### config.mk
export PLATFORM = sky130hd
export DESIGN_NAME = instr_encoder
export DESIGN_NICKNAME = d
export VERILOG_FILES = /design/src/rtl/instr_encoder.sv
export SDC_FILE = /design/constraint.sdc
export NUM_CORES = 1
export LEC_CHECK = 0
export CAP_MARGIN = 30
export CORE_ASPECT_RATIO = 0.8
export CORE_UTILIZATION = 30
export DETAILED_ROUTE_END_ITERATION = 10
export DONT_BUFFER_PORTS = 1
export PLACE_DENSITY_LB_ADDON = 0.2
export RECOVER_POWER = 100
export SKIP_CTS_REPAIR_TIMING = 1
export SLEW_MARGIN = 30
export SYNTH_ARGS = -nofsm -noshare
export SYNTH_HDL_FRONTEND = slang
export SYNTH_SLANG_ARGS = --single-unit
### constraint.sdc
create_clock -name clk -period 2 [get_ports clk]
set_input_delay 0.3 -clock clk [delete_from_list [all_inputs] [get_ports clk]]
set_output_delay 0.3 -clock clk [all_outputs]
set_load 0.02 [all_outputs]
### src/rtl/instr_encoder.sv
// instr_encoder: program loader placed in front of imem.
// Accepts symbolic NOP/ADDI requests over a valid/ready handshake, packs
// each one into an RV32I word and writes the words to consecutive imem
// addresses starting at 0, at most one word per cycle.
// Optional feature: define INSTR_ENCODER_NOP_PAD_EN to add a PAD state.
// After an early finish, that state fills the remaining addresses with NOPs.
// Without the macro, an early finish goes straight to DONE and leaves the
// unwritten words untouched.
module instr_encoder #(
  parameter int ADDR_W = 8
) (
  input  logic              clk,
  input  logic              rst,
  input  logic              start,
  input  logic              finish,
  input  logic              in_valid,
  output logic              in_ready,
  input  logic [2:0]        in_op,
  input  logic [4:0]        in_rd,
  input  logic [4:0]        in_rs1,
  input  logic [11:0]       in_imm12,
  output logic              mem_we,
  output logic [ADDR_W-1:0] mem_addr,
  output logic [31:0]       mem_wdata,
  output logic              busy,
  output logic              done,
  output logic [ADDR_W:0]   count,
  output logic              err
);

  // A session is full when count == DEPTH == 2**ADDR_W, i.e. only the MSB set.
  localparam logic [ADDR_W:0] FULL_CNT = {1'b1, {ADDR_W{1'b0}}};
  localparam logic [31:0]     NOP_WORD = 32'h0000_0013;
  localparam logic [2:0]      OP_NOP   = 3'd0;
  localparam logic [2:0]      OP_ADDI  = 3'd1;

  typedef enum logic [1:0] {
    S_IDLE = 2'd0,
    S_LOAD = 2'd1,
    S_PAD  = 2'd2,
    S_DONE = 2'd3
  } state_t;

  // ADDI rd, rs1, imm12 in I-type layout (funct3 = 000, opcode = OP-IMM).
  function automatic logic [31:0] enc_addi(input logic [11:0] imm,
                                           input logic [4:0]  rs1,
                                           input logic [4:0]  rd);
    return {imm, rs1, 3'b000, rd, 7'b0010011};
  endfunction

  // Only NOP and ADDI are encodable; every other op code is reported via err.
  function automatic logic op_legal(input logic [2:0] op);
    return (op == OP_NOP) || (op == OP_ADDI);
  endfunction

  // Canonical NOP ignores rd/rs1/imm, so those fields cannot leak into it.
  function automatic logic [31:0] encode(input logic [2:0]  op,
                                         input logic [4:0]  rd,
                                         input logic [4:0]  rs1,
                                         input logic [11:0] imm);
    return (op == OP_ADDI) ? enc_addi(imm, rs1, rd) : NOP_WORD;
  endfunction

  state_t              state_q, state_d;
  logic [ADDR_W-1:0]   wr_ptr_q, wr_ptr_d;
  logic [ADDR_W:0]     count_q, count_d;
  logic                err_q, err_d;
  logic                in_ready_q, in_ready_d;
  logic                busy_q, busy_d;
  logic                done_q, done_d;
  logic                mem_we_q, mem_we_d;
  logic [ADDR_W-1:0]   mem_addr_q, mem_addr_d;
  logic [31:0]         mem_wdata_q, mem_wdata_d;

  logic                xfer;
  logic [31:0]         req_word;

  // in_ready_q is only ever high in LOAD below DEPTH, so it fully qualifies
  // the handshake.
  assign xfer     = in_valid & in_ready_q;
  assign req_word = encode(in_op, in_rd, in_rs1, in_imm12);

  // Next-state and next-output computation for the loader FSM.
  always_comb begin
    state_d     = state_q;
    wr_ptr_d    = wr_ptr_q;
    count_d     = count_q;
    err_d       = err_q;
    mem_we_d    = 1'b0;
    mem_addr_d  = mem_addr_q;
    mem_wdata_d = mem_wdata_q;

    case (state_q)
      S_IDLE, S_DONE: begin
        if (start) begin
          state_d  = S_LOAD;
          wr_ptr_d = '0;
          count_d  = '0;
          err_d    = 1'b0;
        end
      end

      S_LOAD: begin
        if (xfer) begin
          if (op_legal(in_op)) begin
            mem_we_d    = 1'b1;
            mem_addr_d  = wr_ptr_q;
            mem_wdata_d = req_word;
            wr_ptr_d    = wr_ptr_q + ADDR_W'(1);
            count_d     = count_q + (ADDR_W+1)'(1);
          end else begin
            err_d = 1'b1;
          end
        end
        // Reaching DEPTH wins over finish: nothing is left to pad.
        if (count_d == FULL_CNT) begin
          state_d = S_DONE;
        end else if (finish) begin
`ifdef INSTR_ENCODER_NOP_PAD_EN
          state_d = S_PAD;
`else
          state_d = S_DONE;
`endif
        end
      end

`ifdef INSTR_ENCODER_NOP_PAD_EN
      S_PAD: begin
        if (count_q == FULL_CNT) begin
          state_d = S_DONE;
        end else begin
          mem_we_d    = 1'b1;
          mem_addr_d  = wr_ptr_q;
          mem_wdata_d = NOP_WORD;
          wr_ptr_d    = wr_ptr_q + ADDR_W'(1);
          count_d     = count_q + (ADDR_W+1)'(1);
          if (count_d == FULL_CNT) begin
            state_d = S_DONE;
          end
        end
      end
`endif

      default: begin
        state_d = S_IDLE;
      end
    endcase

    // Status flags are derived from the state being entered.
    // They therefore change on the same edge as the write that causes
    // the change.
    in_ready_d = (state_d == S_LOAD) && (count_d != FULL_CNT);
    busy_d     = (state_d == S_LOAD) || (state_d == S_PAD);
    done_d     = (state_d == S_DONE);
  end

  // State and registered outputs; reset drops any write that is pending.
  always_ff @(posedge clk) begin
    if (rst) begin
      state_q     <= S_IDLE;
      wr_ptr_q    <= '0;
      count_q     <= '0;
      err_q       <= 1'b0;
      in_ready_q  <= 1'b0;
      busy_q      <= 1'b0;
      done_q      <= 1'b0;
      mem_we_q    <= 1'b0;
      mem_addr_q  <= '0;
      mem_wdata_q <= '0;
    end else begin
      state_q     <= state_d;
      wr_ptr_q    <= wr_ptr_d;
      count_q     <= count_d;
      err_q       <= err_d;
      in_ready_q  <= in_ready_d;
      busy_q      <= busy_d;
      done_q      <= done_d;
      mem_we_q    <= mem_we_d;
      mem_addr_q  <= mem_addr_d;
      mem_wdata_q <= mem_wdata_d;
    end
  end

  assign in_ready  = in_ready_q;
  assign mem_we    = mem_we_q;
  assign mem_addr  = mem_addr_q;
  assign mem_wdata = mem_wdata_q;
  assign busy      = busy_q;
  assign done      = done_q;
  assign count     = count_q;
  assign err       = err_q;

endmodule

Yosys cells after proc, flatten, opt, wreduce, memory -nomap -nowiden

Cells that the tools add are included.

Flip-flop bits (word level): 64
Logic and storage cells: 57
Input port bits: 30

Reduce and logical (&&, ||, !) cells: 11
Add/sub/neg operators: 2
Multiplexer cells: 19
Equality and inequality tests: 12
Bitwise logic cells: 3

Operators by type and width:

| kind                                                | number |
|---|---|
| two-way mux 9 bit                                   | 4 |
| two-way mux 32 bit                                  | 1 |
| two-way mux 8 bit                                   | 3 |
| case mux 9 bit (2 select lines)                     | 1 |
| case mux 8 bit (2 select lines)                     | 1 |
| adder 9 x 1 -> 9 bit, second input constant         | 1 |
| equality test 9 bit, second input constant          | 1 |
| inequality test 9 bit, second input constant        | 1 |
| adder 8 x 1 -> 8 bit, second input constant         | 1 |
| inequality test 2 bit, second input constant        | 4 |
| AND reduction 4 bit                                 | 2 |
| equality test 2 bit, second input constant          | 3 |
| two-way mux 2 bit                                   | 3 |
| equality test 2 x 1 -> 1 bit, second input constant | 2 |
| two-way mux 1 bit                                   | 4 |
| case mux 2 bit (2 select lines)                     | 1 |
| equality test 3 x 1 -> 1 bit, second input constant | 1 |
| zero test 3 bit                                     | 1 |
| AND reduction 3 bit                                 | 1 |
| OR reduction 3 bit                                  | 1 |
| zero test 2 bit                                     | 1 |
| logical OR 1 bit                                    | 2 |
| NOT 1 bit                                           | 2 |
| case mux 1 bit (2 select lines)                     | 1 |
| 4 further kinds                                     | 4 |

Longest topological paths before layout

Depth after elaboration: 10
Depth in mapped cells: 10
Gate-level depth less buffers: 9

Worst setup path before layout

OpenSTA, ideal clock, no wires.

Kind: register to register
Start: reg count_q[0] (netlist: count[0])
End: reg busy_q (netlist: busy)
Setup time: 0.066 ns
Cell stages (with the launch flop): 9
Path slack: -0.093 ns
Data required time: 1.934 ns
Arrival time: 2.026 ns
Period minus slack after synthesis: 2.093 ns
Path through: dfxtp_1 -> ha_1 -> and3_1 -> nand4_2 -> and3b_1 -> o2111ai_2 -> and2_1 -> ha_1 -> nor2_1

Word-level cells in the longest chain between the ends: 9

Ends and longest elaborated chain:

| item                                                                | line | source |
|---|---|---|
| start, declared                                                     | 66   | `logic [ADDR_W:0] count_q, count_d;` |
| start signal, assigned                                              | 173  | `count_q <= count_d;` |
| adder 9 x 1 -> 9 bit                                                | 110  | `count_d = count_q + (ADDR_W+1)'(1);` |
| two-way mux 9 bit                                                   | 105  | `if (op_legal(in_op)) begin` |
| two-way mux 9 bit *                                                 | 104  | `if (xfer) begin` |
| two-way mux 9 bit *                                                 | 93   | `case (state_q)` |
| equality test 9 bit *                                               | 116  | `if (count_d == FULL_CNT) begin` |
| two-way mux 2 bit *                                                 | 116  |  |
| case mux 2 bit (2 select lines) *                                   | 93   |  |
| equality test 2 x 1 -> 1 bit or equality test 2 bit (tied branches) | 153  | `busy_d = (state_d == S_LOAD) \|\| (state_d == S_PAD);` |
| logical OR 1 bit *                                                  | 153  |  |
| end signal, assigned                                                | 176  | `busy_q <= busy_d;` |
| end, declared                                                       | 69   | `logic busy_q, busy_d;` |

Mark *: on every way between the ends. The rest lies on a longest branch, timed or not. The select of a mux whose other input is x is not followed.
A chain may end at the register's enable or synchronous reset.

Worst setup path after layout

Start: reg in_ready_q (netlist: in_ready)
End: reg busy_q (netlist: busy)

Word-level cells in the longest chain between the ends: 8

Ends and longest elaborated chain:

| item                                                                | line | source |
|---|---|---|
| start, declared                                                     | 68   | `logic in_ready_q, in_ready_d;` |
| start signal, assigned                                              | 175  | `in_ready_q <= in_ready_d;` |
| AND 1 bit *                                                         | 80   | `assign xfer = in_valid & in_ready_q;` |
| two-way mux 9 bit *                                                 | 104  |  |
| two-way mux 9 bit *                                                 | 93   |  |
| equality test 9 bit *                                               | 116  |  |
| two-way mux 2 bit *                                                 | 116  |  |
| case mux 2 bit (2 select lines) *                                   | 93   |  |
| equality test 2 x 1 -> 1 bit or equality test 2 bit (tied branches) | 153  |  |
| logical OR 1 bit *                                                  | 153  |  |

Marked as above.

==> results.json <==
{
  "routedWlPerCell_um": 15.7,
  "crit_arrival_ns": 2.21,
  "setup_repair_after_global_routing_missed_its_margin": "yes",
  "synth.top_cell.area_share_pct": 42.5,
  "syn_to_final_growth_pct": 14.7,
  "numCtsBuffers": 5,
  "postRouteWirelength_mm": 6.35,
  "first_iter_violations": 74,
  "power.leakage_nw": 1.16,
  "synth_xor_area_share_pct": 3.72,
  "ys.flop_type": "dfxtp_1",
  "power-per-cell-area_nw_per_um2": 776,
  "slowest_delay_ns": 0.44,
  "route.antenna.remaining_nets": 0,
  "clk_latency_ns": 0.32,
  "detail_route.vias_per_cell": 5.09,
  "hpwlAfterDp_mm": 4.59,
  "synth-compound-area-share_pct": 23.9,
  "net_count_final": 333,
  "register_area_share_after_synthesis_pct": 42.5,
  "post_synth.cell_area_avg_um2": 9.35,
  "final_hold_viol_count": 0,
  "final_critical_path_setup_slack_ns": 0.0575,
  "post-synth-top-count-cell": "dfxtp_1",
  "critical_path.cell_chain": "and4bb_4 -> or4_4 -> a21oi_4 -> o2111ai_2 -> and2_1 -> ha_1 -> nor2_1",
  "multi_input_comb_area_um2": 1360,
  "pin_count_of_the_biggest_net_entering_global_routing": 29,
  "cts.sinks": 55,
  "synth_adder_area_share_pct": 3.38,
  "ff_latch_area_um2": 1110,
  "gr-usage-all-layers_pct": 13.9,
  "layout_min_cycle_time_ns": 1.94,
  "max-clock-path-buffers": 2,
  "synth.top_cells.by_count": "dfxtp_1 (55), a22o_1 (22), nor2_1 (22)",
  "hold_class": "input port to register",
  "num_io_pins": 84,
  "synth_top_area_cell": "dfxtp_1",
  "fin_tns_setup_ns": 0,
  "ys_seq_elements": 55,
  "count_of_unresolved_drc_violations_after_routing": 0,
  "max_freq_mhz": 515,
  "synth_cell_types": 54,
  "overall_power_w": 0.00230,
  "synth.cell_area_um2": 2590,
  "initial_utilization_pct": 31.7,
  "critical_path_peak_fanout": 6,
  "antenna_found_initial": 0,
  "via_count_of_the_first_global_routing_pass": 1854,
  "setup.worst_path.start_class": "register",
  "netlist_top_cells_area": "dfxtp_1 (43%), a22o_1 (7.4%), a21oi_1 (3.9%)",
  "setup_skew_after_layout_ns": 0.0129,
  "tritoncts": "built",
  "worstPathBufferInverterCount": 0,
  "timing.critical_path.slowest_stage_cell": "or4_4",
  "status": "finished, final reports clean",
  "simple_gate_portion_of_the_synthesized_area_pct": 17.9,
  "die_w_um": 106,
  "synth_edf_count": 0,
  "slew_viol_final": 0,
  "main_combinational_cell_family_by_area_after_synthesis": "compound AO/OA/AOI/OAI gates",
  "htreeDepth": 2,
  "number_of_placement_rows": 29,
  "synthesis.instances": 277,
  "die_height_um": 85.1,
  "vdd_ir_drop_max_mv": 0.384,
  "preCtsSetupSlack_ns": 0.0270,
  "ys_warn_count": 0,
  "grt_pass1_wl_mm": 9.68,
  "grt.overflow.total": 0,
  "critical-path-top-delay-family": "simple AND/OR/NAND/NOR gates",
  "clkTransAtPathRegs_ns": 0.11,
  "fillCellCount": 836,
  "gp_congestion": 0.841,
  "placeableCoreArea_um2": 8160,
  "timing_worst_slew_pin_value_ns": 0.625,
  "required_time_worst_endpoint_ns": 2.26,
  "root_buffer": "clkbuf_8",
  "dr.pass1.iters": 5,
  "worstSetupEndpointType": "register",
  "setup.worst_path.class": "register to register",
  "timing.final.crit_share_pct": 97.1,
  "num_antenna_cells": 0,
  "die_area_um2": 9010,
  "post_route_cells_drive_above_1_share_pct": 22.6,
  "portBuffers": 0,
  "mux_cell_area_share_after_synthesis_pct": 0.580,
  "maxCapViolations": 0,
  "max_slew_margin_pct": 58.3,
  "routed_via_count": 2062,
  "fin_util_pct": 36.4,
  "synthArstFlopShare_pct": 0,
  "setup_viol_count_final": 0
}
area by class of cell:
cell class	instances	share of cell area, %
multi-input combinational	195	45.7
inverter	6	0.758
timing repair buffer	33	8.76
clock inverter	3	0.674
clock buffer	5	2.32
tap	108	4.55
sequential	55	37.3
state kept, by name (all words and copies together) (netlist names):
signal / flops
mem_wdata: 23
mem_addr: 8
err: 1
state_q: 2
mem_we: 1
done: 1
wr_ptr_q: 8
in_ready: 1
busy: 1
count: 9
final timing paths:
check / from / end / slack (ns) / cells after the start
setup reg to reg: in_ready$_SDFF_PP0_ / busy$_SDFF_PP0_ / 0.06 / 7
setup / recovery: in_ready$_SDFF_PP0_ / busy$_SDFF_PP0_ / 0.06 / 7
hold / removal: rst / busy$_SDFF_PP0_ / 0.03 / 1
hold reg to reg: wr_ptr_q[7]$_SDFFE_PP0P_ / mem_addr[7]$_SDFFE_PP0P_ / 0.49 / 2
logic make-up (layout without fill, tap and decap cells):
logic type                 count (synthesis)  count (layout)
adders and majority gates                  7               7
xor gates and xnor gates                  11              11
other                                      1               7
muxes                                      1               1
and+or+nand+nor                           85              86
DFF                                       55              55
AOI/OAI and AO/OA                         83              83
buffers and inverters                     34              47
power breakdown:
| part | switching [W] | internal [W] |
|---|---|---|
| registers | 0.0000465 | 0.00113 |
| clock network | 0.000386 | 0.000245 |
| logic | 0.000289 | 0.000210 |
layer usage:
metal	track usage [%]	part of all wire [%]
met1	19.0	49
met2	20.0	43
met3	6.14	6.6
met4	3.41	0.96
met5	0	0
cell usage in the layout, fill, tap and decap left out, drive strengths merged, types with 5 or more instances in the layout:
cell	n
dfxtp	55
buf	33
a22o	22
nor2	22
a21oi	21
nand2	18
nand3	12
o21ai	11
a31oi	7
conb	7
ha	7
inv	6
xor2	6
nand4	6
and3	6
xnor2	5
clkbuf	5
nor2b	5
metrics by stage:
step / area [um2] / hold WS [ns] / instances
floorplan: 2620 / 0.426 / 283
global placement: 2820 / 0.372 / 395
detailed placement: 2820 / 0.372 / 395
CTS: 2910 / 0.0198 / 403
global route: 2970 / 0.00108 / 405
finish: 2970 / 0.0321 / 405
Power figures use the tool's default switching activity.
